File: config.mk
export PLATFORM = sky130hd
export DESIGN_NAME = valu_lane_sequencer
export DESIGN_NICKNAME = d
export VERILOG_FILES = /design/src/rtl/valu_pkg.sv /design/src/rtl/valu.sv /design/src/rtl/valu_lane_sequencer.sv
export SDC_FILE = /design/constraint.sdc
export NUM_CORES = 1
export LEC_CHECK = 0
export ABC_AREA = 0
export CORE_AREA = 2 2 114 116
export CTS_CLUSTER_SIZE = 28
export DETAILED_ROUTE_END_ITERATION = 8
export DIE_AREA = 0 0 116 118
export GPL_ROUTABILITY_DRIVEN = 0
export GPL_TIMING_DRIVEN = 0
export PLACE_DENSITY = 0.87
export SYNTH_ARGS = -nofsm -noshare
export SYNTH_HDL_FRONTEND = slang
export SYNTH_SLANG_ARGS = --single-unit
File: constraint.sdc
create_clock -name clock -period 5.5 [get_ports clock]
set_input_delay 1.375 -clock clock [delete_from_list [all_inputs] [get_ports clock]]
set_output_delay 1.375 -clock clock [all_outputs]
set_load 0.02 [all_outputs]
File: src/rtl/valu_pkg.sv
// rtl/valu_pkg.sv - shared VALU opcodes, sequencer state encoding and lane defaults
package valu_pkg;

  localparam int DEF_LANES  = 4;
  localparam int DEF_LANE_W = 8;

  localparam logic [2:0] VALU_OP_ADD = 3'b000;
  localparam logic [2:0] VALU_OP_MUL = 3'b001;

  typedef enum logic [1:0] {
    SEQ_IDLE = 2'd0,
    SEQ_RUN  = 2'd1,
    SEQ_DONE = 2'd2
  } seq_state_e;

  function automatic logic is_legal_op(input logic [2:0] op);
    return (op == VALU_OP_ADD) || (op == VALU_OP_MUL);
  endfunction

endpackage

File: src/rtl/valu.sv
// rtl/valu.sv - 8-bit vector ALU lane: ADD and MUL, results truncated to lane width
//
// Ports:
//   in1, in2 : lane operands
//   VALUOp   : operation code (ADD / MUL); undefined codes yield zero
//   out      : lane result, carry / upper product bits discarded
module valu
  import valu_pkg::*;
#(
  parameter int W = DEF_LANE_W
) (
  input  logic [W-1:0] in1,
  input  logic [W-1:0] in2,
  input  logic [2:0]   VALUOp,
  output logic [W-1:0] out
);

  always_comb begin
    out = '0;
    case (VALUOp)
      VALU_OP_ADD: out = in1 + in2;
      VALU_OP_MUL: out = in1 * in2;
      default:     out = '0;
    endcase
  end

endmodule

File: src/rtl/valu_lane_sequencer.sv
// rtl/valu_lane_sequencer.sv - steps a packed vector through one VALU, one byte lane per cycle
//
// Ports:
//   clock, reset_n : clock and synchronous active-low reset
//   start          : request, sampled only in IDLE
//   op             : VALU op code (ADD / MUL legal)
//   va, vb         : packed vector operands, lane i at [LANE_W*i +: LANE_W]
//   lane_mask      : bit i set processes lane i, clear passes va lane i through
//   busy           : high in RUN and DONE
//   done           : one-cycle completion pulse, result valid in that cycle
//   err            : with done, flags an illegal op
//   result         : assembled vector result, held until the next legal run
module valu_lane_sequencer
  import valu_pkg::*;
#(
  parameter int LANES  = DEF_LANES,
  parameter int LANE_W = DEF_LANE_W
) (
  input  logic                    clock,
  input  logic                    reset_n,
  input  logic                    start,
  input  logic [2:0]              op,
  input  logic [LANES*LANE_W-1:0] va,
  input  logic [LANES*LANE_W-1:0] vb,
  input  logic [LANES-1:0]        lane_mask,
  output logic                    busy,
  output logic                    done,
  output logic                    err,
  output logic [LANES*LANE_W-1:0] result
);

  localparam int CNT_W = (LANES > 1) ? $clog2(LANES) : 1;
  localparam logic [CNT_W-1:0] LAST_LANE = CNT_W'(LANES - 1);

  seq_state_e              state, state_n;
  logic [CNT_W-1:0]        cnt;
  logic [LANES*LANE_W-1:0] a_q, b_q;
  logic [2:0]              op_q;
  logic [LANES-1:0]        mask_q;
  logic                    err_flag;
  logic [LANES-1:0]        lane_we;

  logic [LANE_W-1:0]       valu_in1, valu_in2, valu_out;
  logic [2:0]              valu_op;

  // Next state and status outputs
  always_comb begin
    state_n = state;
    busy    = 1'b0;
    done    = 1'b0;
    err     = 1'b0;
    case (state)
      SEQ_IDLE: begin
        if (start) state_n = is_legal_op(op) ? SEQ_RUN : SEQ_DONE;
      end
      SEQ_RUN: begin
        busy = 1'b1;
        if (cnt == LAST_LANE) state_n = SEQ_DONE;
      end
      SEQ_DONE: begin
        busy    = 1'b1;
        done    = 1'b1;
        err     = err_flag;
        state_n = SEQ_IDLE;
      end
      default: state_n = SEQ_IDLE;
    endcase
  end

  always_ff @(posedge clock) begin
    if (!reset_n) begin
      state    <= SEQ_IDLE;
      cnt      <= '0;
      a_q      <= '0;
      b_q      <= '0;
      op_q     <= VALU_OP_ADD;
      mask_q   <= '0;
      err_flag <= 1'b0;
    end else begin
      state <= state_n;
      if (state == SEQ_IDLE && start) begin
        if (is_legal_op(op)) begin
          a_q      <= va;
          b_q      <= vb;
          op_q     <= op;
          mask_q   <= lane_mask;
          cnt      <= '0;
          err_flag <= 1'b0;
        end else begin
          // Illegal op: operands stay as they were, only the error is recorded
          err_flag <= 1'b1;
        end
      end else if (state == SEQ_RUN) begin
        cnt <= cnt + 1'b1;
      end
    end
  end

  // The VALU only ever sees the latched op while lanes are being stepped;
  // otherwise it idles on a zero ADD.
  always_comb begin
    valu_in1 = '0;
    valu_in2 = '0;
    valu_op  = VALU_OP_ADD;
    if (state == SEQ_RUN) begin
      valu_in1 = a_q[cnt*LANE_W +: LANE_W];
      valu_in2 = b_q[cnt*LANE_W +: LANE_W];
      valu_op  = op_q;
    end
  end

  valu #(.W(LANE_W)) u_valu (
    .in1    (valu_in1),
    .in2    (valu_in2),
    .VALUOp (valu_op),
    .out    (valu_out)
  );

  assign lane_we = (state == SEQ_RUN) ? (LANES'(1) << cnt) : '0;

  always_ff @(posedge clock) begin
    if (!reset_n) begin
      result <= '0;
    end else begin
      for (int i = 0; i < LANES; i++) begin
        if (lane_we[i])
          result[i*LANE_W +: LANE_W] <= mask_q[i] ? valu_out : a_q[i*LANE_W +: LANE_W];
      end
    end
  end

endmodule

==> flow_summary.yaml <==
outcome:
  status: "finished, final reports clean"
drt:
  drt-total-wl_mm: 17.4
  drtIter0Drc: 607
  viasPerCell: 5.69
  drcViolationCount: 0
  drtPass1Iterations: 5
  antenna_left: 0
  wire_per_inst_um: 17.0
  routed-via-count: 5829
finish:
  final_layout_size_suffix_gt1_frac: 0.0657
  layout_commonest_cell: "nand2_1"
  n_antenna_cell: 0
  stdcell_area_um2: 7590
  utilization: 0.611
  syn_to_final_growth_pct: 29.2
  mostFrequentLayoutCells: "180 x nand2_1, 108 x clkdlybuf4s50_1, 107 x dfxtp_1, 98 x a21oi_1, 65 x nor2_1"
  fin_nets: 965
sta:
  rsz0062_at_grt: "no"
  finalSetupViolations: 0
  hold_ws_ns: 0.455
  slew_violations: 0
  fin_skew_ns: 0.00978
  period_share: 0.950
  tightestPinTransition_ns: 1.30
  hold_viol_final: 0
  clock.fmax_ghz: 0.191
  min_period_ns: 5.22
  max_slew_margin: 0.127
setup_path:
  cp_max_fo: 10
  crit_family: "adder cells"
  crit_chain: "buf_6 > buf_12 > mux4_2 > and2_1 > ha_1 > inv_1 > fa_1 > inv_1 > fa_1 > ha_1 > inv_1 > fa_1 > inv_1 > ha_1 > a21o_1 > a21oi_2 > xor2_2 > xnor2_1 > xnor3_1 > a22oi_2 > buf_4 > a31oi_1"
  r2r_slack_ns: 0.28
  reg2reg_depth: 22
  crit_path_top_delay_cell: "mux4_2"
  r2r-end: "result[31]"
  cp_num_buf_inv: 7
  cpPeakStageDelay_ns: 0.56
  arrival_ns: 5.44
  required_ns: 5.71
  setup.worst_path.start: "cnt[0]"
  endpoint_kind: "register"
  cp_num_cells: 22
  reg2reg_from: "cnt[0]"
  critPathKind: "register to register"
  path_common_cell: "inv_1"
  start_kind: "register"
placed_design:
  io_buffer_count: 108
  post_dp_cell_area_um2: 7170
  dp_hpwl_mm: 12.9
power:
  power_frac_seq: 0.484
  power_frac_clock: 0.407
  internal_power_uw: 1260
  p_leak_uw: 0.00289
  irDropWorstVdd_mv: 0.161
  swShare: 0.252
  switching_power_uw: 426
  power.share.combinational: 0.109
  powerDensity_nw_per_um2: 223
  power.total_uw: 1690
hold_path:
  worstHoldPathCells: 2
  hp-start: "b_q[18]"
  hold_end: "b_q[18]"
  hold_path_class: "register to register"
floorplan:
  fp.dieArea_um2: 13700
  row_count: 41
  start_util: 0.473
  coreArea_um2: 12400
  die_w_um: 116
  die_h_um: 118
  io_pins: 109
synth:
  syn_nets: 842
  yosysWarnings: 0
  ys_top_cells_by_area: "dfxtp_1 37%, nand2_1 12%, a21oi_1 8.4%"
  synth_cells: 725
  synth_seq_cells: 108
  synth_area_per_cell_um2: 8.10
  yosys.area.top_type: "dfxtp_1"
  netlist_area_um2: 5870
  yosys.area.top_type_share: 0.368
  yosysSeqAreaShare: 0.368
  synthDistinctLibCells: 35
clock_tree:
  cts_tree: "done"
  cts_buffers: 9
  clkTransAtPathRegs_ns: 0.07
  htreeDepth: 3
  hold_buffers: 0
  clock_latency_ns: 0.36
  clockBufferDepth: 2
  cts_sinks: 108
  cts_root_buffer: "clkbuf_16"
global_route:
  grt_max_degree: 20
  antenna_found_initial: 0
  gr-usage-all-layers: 0.256
  grt-ovfl-total: 0
  grt_pass1_wl_mm: 27.6
  grt_pass1_vias: 5676
run:
  maxCapViolCount: 0
per-layer routing:
layer | vias up | wire length (um) | global-route usage
met5 | - | 0 | 0
met4 | 0 | 769 | 0.128
met3 | 79 | 1920 | 0.0448
met2 | 379 | 7940 | 0.410
met1 | 2687 | 6790 | 0.329
li1 | 2684 | - | -
per-stage QoR:
stage	setup WS (ns)	cells	setup TNS [ns]
3_3_place_gp	-0.247	1005	-0.942
2_1_floorplan	0.399	725	0
3_5_place_dp	-0.366	1005	-1.39
5_1_grt	0.0388	1025	0
6_report	0.275	1025	0
4_1_cts	0.0143	1026	0
Yosys cell counts, drive strengths merged:
library cell	number
nand2b	4
inv	36
o21ai	8
mux4	16
fa	13
dfxtp	108
buf	4
and2	14
a22oi	6
ha	30
xnor2	13
a21oi	99
a21o	4
a31oi	4
a211oi	21
mux2i	2
nand2	183
and3	19
o41ai	8
a2bb2oi	1
nor3	2
nor2	65
o31ai	1
a32oi	1
xnor3	1
o41a	1
o21a	1
clkbuf	43
xor2	6
nand3	10
o21bai	1
power by group through the flow:
stage	logic (uW)	clock network (uW)	registers (uW)
floorplan	88.5	0	828
global placement	172	0	834
detailed placement	176	0	834
CTS	180	680	816
global route	198	707	819
finish	184	687	818
worst reg2reg max path, delay by kind of cell, from the launching register on:
family                     cells  cell delay (ns)
AOI/OAI and AO/OA              4             0.66
and+or+nand+nor                1             0.22
muxes                          1             0.57
adders and majority gates      6             2.00
buffers and inverters          7             0.66
DFF                            1             0.36
xor gates and xnor gates       3             0.61
layout make-up:
cell class	count	area, um2
fill	1049	4830
multi-input combinational	534	3410
sequential	108	2160
timing repair buffer	113	1130
clock buffer	10	239
tap	172	215
buffer	46	210
inverter	36	135
clock inverter	6	80.1
what timing repair did:
| action | 4_1_cts | 5_1_grt |
|---|---|---|
| resized for setup | 7 | 9 |
| setup buffers | 5 | 0 |
| setup endpoints to repair | 4 | 4 |
| pin swaps | 1 | 3 |
worst max-delay path by stage:
stage,endpoint,slack (ns)
5_1_grt,result[31],0.04
3_5_place_dp,result[31],-0.37
3_3_place_gp,result[31],-0.25
4_1_cts,result[31],0.01
2_1_floorplan,result[15],0.40
6_report,result[31],0.28
logic make-up after synthesis:
logic type | Yosys count | synth area share
AOI/OAI and AO/OA | 156 | 0.159
xor gates and xnor gates | 20 | 0.0347
adders and majority gates | 43 | 0.108
buffers and inverters | 83 | 0.0560
DFF | 108 | 0.368
muxes | 18 | 0.0648
and+or+nand+nor | 297 | 0.209
sequential cells by signal, summed over array words and instances, names as in the netlist:
name	cells
a_q	32
result	32
state	2
mask_q	4
err_flag	1
cnt	2
b_q	32
op_q	3
No activity file was read; power rests on OpenSTA's default activity.
